$ cat config.mk
export PLATFORM = sky130hd
export DESIGN_NAME = mux_4_1_flat
export DESIGN_NICKNAME = d
export VERILOG_FILES = /design/src/rtl/mux_4_1_if.sv /design/src/rtl/mux_4_1.sv /design/src/flat_wrapper.sv
export SDC_FILE = /design/constraint.sdc
export NUM_CORES = 1
export LEC_CHECK = 0
export BUFFER_PORTS_ARGS = -buffer_cell sky130_fd_sc_hd__buf_2
export CAP_MARGIN = 20
export CORE_ASPECT_RATIO = 1.4
export CORE_MARGIN = 5
export CORE_UTILIZATION = 33
export DETAILED_ROUTE_END_ITERATION = 16
export PLACE_DENSITY = 0.82
export SETUP_SLACK_MARGIN = 0.4
export SLEW_MARGIN = 25
export SYNTH_ARGS = -nofsm -noshare
export SYNTH_HDL_FRONTEND = slang
export SYNTH_SLANG_ARGS = --single-unit
$ cat constraint.sdc
create_clock -name clk -period 1.9 [get_ports clk]
set_input_delay 0.475 -clock clk [delete_from_list [all_inputs] [get_ports clk]]
set_output_delay 0.475 -clock clk [all_outputs]
set_load 0.05 [all_outputs]
$ cat src/rtl/mux_4_1_if.sv
`default_nettype none
// ============================================================================
// Module      : mux_4_1_if
// Description : Bus bundle for the 4:1 mux (select, four data inputs,
//               combinational and registered outputs).
// Revision    : 1.0 - initial release
// ============================================================================
interface mux_4_1_if #(
  parameter int BUS_WIDTH = 16
);
  logic [1:0]           sel;
  logic [BUS_WIDTH-1:0] in00;
  logic [BUS_WIDTH-1:0] in01;
  logic [BUS_WIDTH-1:0] in10;
  logic [BUS_WIDTH-1:0] in11;
  logic [BUS_WIDTH-1:0] out;
  logic [BUS_WIDTH-1:0] out_q;
  logic [1:0]           sel_q;

  modport master (
    output sel, in00, in01, in10, in11,
    input  out, out_q, sel_q
  );

  modport slave (
    input  sel, in00, in01, in10, in11,
    output out, out_q, sel_q
  );
endinterface
`default_nettype wire

$ cat src/rtl/mux_4_1.sv
`default_nettype none
// ============================================================================
// Module      : mux_4_1
// Description : 4:1 data mux with a combinational output plus a one-cycle
//               registered copy of the output and the select code.
// Revision    : 1.0 - initial release
// ============================================================================
module mux_4_1 #(
  parameter int BUS_WIDTH = 16
) (
  input  logic     clk,
  input  logic     rst,
  mux_4_1_if.slave bus
);

  logic [BUS_WIDTH-1:0] w_out;
  logic [BUS_WIDTH-1:0] r_out_q;
  logic [1:0]           r_sel_q;

  // An unknown select yields all-X rather than silently picking an input.
  always_comb begin
    w_out = {BUS_WIDTH{1'bx}};
    case (bus.sel)
      2'b00:   w_out = bus.in00;
      2'b01:   w_out = bus.in01;
      2'b10:   w_out = bus.in10;
      2'b11:   w_out = bus.in11;
      default: w_out = {BUS_WIDTH{1'bx}};
    endcase
  end

  always_ff @(posedge clk) begin
    if (rst) begin
      r_out_q <= '0;
      r_sel_q <= 2'b00;
    end else begin
      r_out_q <= w_out;
      r_sel_q <= bus.sel;
    end
  end

  assign bus.out   = w_out;
  assign bus.out_q = r_out_q;
  assign bus.sel_q = r_sel_q;

endmodule
`default_nettype wire

$ cat src/flat_wrapper.sv
// flat-port wrapper written by rule: the top's interface ports become plain ports
module mux_4_1_flat 
#(
  parameter int BUS_WIDTH = 16
)
  (clk, rst, bus_sel, bus_in00, bus_in01, bus_in10, bus_in11, bus_out, bus_out_q, bus_sel_q);
  mux_4_1_if #(.BUS_WIDTH(BUS_WIDTH)) bus_i ();
  input  logic clk;
  input  logic rst;
  input wire logic [$bits(bus_i.sel)-1:0] bus_sel;
  input wire logic [$bits(bus_i.in00)-1:0] bus_in00;
  input wire logic [$bits(bus_i.in01)-1:0] bus_in01;
  input wire logic [$bits(bus_i.in10)-1:0] bus_in10;
  input wire logic [$bits(bus_i.in11)-1:0] bus_in11;
  output wire logic [$bits(bus_i.out)-1:0] bus_out;
  output wire logic [$bits(bus_i.out_q)-1:0] bus_out_q;
  output wire logic [$bits(bus_i.sel_q)-1:0] bus_sel_q;
  assign bus_i.sel = bus_sel;
  assign bus_i.in00 = bus_in00;
  assign bus_i.in01 = bus_in01;
  assign bus_i.in10 = bus_in10;
  assign bus_i.in11 = bus_in11;
  assign bus_out = bus_i.out;
  assign bus_out_q = bus_i.out_q;
  assign bus_sel_q = bus_i.sel_q;
  mux_4_1 #(.BUS_WIDTH(BUS_WIDTH)) u_core (.clk(clk), .rst(rst), .bus(bus_i));
endmodule
==> results.cfg <==
[finish]
finalNetCount = 230
n_antenna_cell = 0
final-seq-area_um2 = 360
utilization_pct = 63.3
nFillCells = 205
multi_input_comb_area_um2 = 488
layout-drive-gt1-share_pct = 78.8
area_growth_pct = 85.3

[floorplan]
core_area_um2 = 2620
die_h_um = 71.6
dieArea_um2 = 3860
io_pins = 102
die_w_um = 54.0
initial_core_util_pct = 34.2
num_rows = 22

[timing]
fmax_mhz = 531
period_needed_ns = 1.88
hold_viol_final = 0
grt_setup_unrepaired = true
finalSetupViolCount = 0
finalMaxSlewViolations = 0
worst_pin_slew_ns = 0.359
setup_ws_ns = 0.0159
post-route-period-util_pct = 99.2
timing.slew.headroom_pct = 76.1

[yosys]
synth_area_leaders = dfxtp_1, mux4_2, nor2b_1, nor2b_4, buf_12
syn-instance-count = 57
async_flop_share_pct = 0
synth_top_area_share_pct = 40.3
yosys.area.top_type = dfxtp_1
syn_nets = 125
syn_area_um2 = 893
ys_types = 8
ys.flop_type = dfxtp_1
ys_seq_area_share_pct = 40.3
yosys_warnings = 0
syn_area_per_cell_um2 = 15.7
synth-seq-cells = 18
synth_enable_flop_cells = 0
synth_common_cells = dfxtp_1, mux4_2, nor2b_1
yosysMostFrequentCell = dfxtp_1

[placement]
port_buffers = 101
routabilityCongestion = 0.783
dp_slack_ns = -0.0969

[critical_path]
crit_family = multiplexers
cp_cell_sequence = buf_12, buf_12, mux4_2, buf_6
slowest_delay_ns = 0.53
cp.arrival_ns = 1.41
cpMostUsedCell = buf_12
crit_type = in2out
cp-end-kind = primary output
startpoint_type = input port
crit_fanout = 7
worstPathBufferInverterCount = 3
slowest_stage = mux4_2
crit_required_ns = 1.42
path_depth = 4

[clocking]
path_clk_slew_ns = 0.09
clockBufferDepth = 2
clock-sinks = 18
cts_htree_levels = 1
cts_tree = done
cts_made_buffers = 3
clockRootBuffer = clkbuf_4

[routing]
dr.pass1.iters = 3
ant_nets = 0
drcViolationCount = 0
num_vias = 890
routedWlPerCell_um = 15.6
wirelength_um = 3060
viasPerCell = 4.54
first_iter_violations = 7

[min_path]
min_to = u_core.bus.sel_q[0]$_SDFF_PP0_
hold_path_depth = 3
hold_path.startpoint = bus_sel[0]
hp-class = in2reg

[pwr]
finalPower_uw = 1170
vdd_drop_max_v = 0.000284
powerDensity_nw_per_um2 = 704
leakage_uw = 0.000819

[global_routing]
grt_pass1_vias = 1043
grt_pass1_wl_um = 4780
grt_antenna_before_repair = 0
grt_max_degree = 19
grt_usage_pct = 16.9
gr-total-overflow = 0

[job]
drv_cap = 0

[outcome]
outcome = finished, final reports clean
==> timing repair <==
action                                  CTS  global route
setup buffers                             0             1
endpoints found under the hold margin     0             0
gates cloned                              1             0
endpoints found under the setup margin   16            16
hold buffers                              0             0
gates resized for setup                  39            10
==> placed cells by master (no fill, tap or decap) <==
cell / count
buf_4: 1
clkbuf_4: 4
buf_6: 5
buf_8: 11
buf_16: 1
mux4_2: 16
buf_12: 3
dfxtp_1: 18
nor2b_4: 2
buf_2: 83
nor2b_1: 16
==> how the worst max path moves through the flow <==
stage / start / end
floorplan: bus_sel[0] / bus_out[11]
global placement: bus_sel[0] / bus_out[5]
detailed placement: bus_sel[0] / bus_out[10]
CTS: bus_sel[0] / bus_out[10]
global route: bus_sel[0] / bus_out[15]
finish: bus_sel[0] / bus_out[0]
==> sequential cells by signal, summed over array words and instances (netlist names) <==
| signal | count |
|---|---|
| u_core.bus.out_q | 16 |
| u_core.bus.sel_q | 2 |
==> cell families (layout without fill, tap and decap cells) <==
kind of cell / after synthesis / count (layout) / share of synthesized area, %
DFF: 18 / 18 / 40.3
and+or+nand+nor: 18 / 18 / 14.3
muxes: 16 / 16 / 40.3
buffers and inverters: 5 / 108 / 5.04
==> through the flow <==
stage / TNS [ns] / area [um2] / cells / hold WS, ns
2_1_floorplan: 0 / 902 / 57 / 0.539
3_3_place_gp: -1.05 / 1440 / 191 / 0.854
3_5_place_dp: -1.19 / 1440 / 191 / 0.861
4_1_cts: 0 / 1610 / 195 / 0.548
5_1_grt: -0.0156 / 1660 / 196 / 0.581
6_report: 0 / 1660 / 196 / 0.551
==> per-layer routing <==
| layer | track usage (%) | wire length, um | up-vias |
|---|---|---|---|
| li1 | - | - | 422 |
| met1 | 15.7 | 935 | 422 |
| met2 | 31.5 | 1810 | 40 |
| met3 | 4.99 | 246 | 6 |
| met4 | 8.03 | 68 | 0 |
| met5 | 0 | 0 | - |
==> final cells by class <==
type                    instances  share of cell area, %
flip-flops and latches         18                   21.8
repair buffers                105                   44.7
well taps                      36                   2.72
multi-input cells              34                   29.5
clock buffers                   3                   1.36
==> power by group <==
group	switching [uW]	total [uW]	leakage [uW]	internal [uW]
Combinational	339	584	0.000655	245
Clock	96.7	170	0.0000138	73.4
Sequential	6.30	412	0.000150	406
Total	442	1170	0.000819	724
No activity file was read; power rests on OpenSTA's default activity.
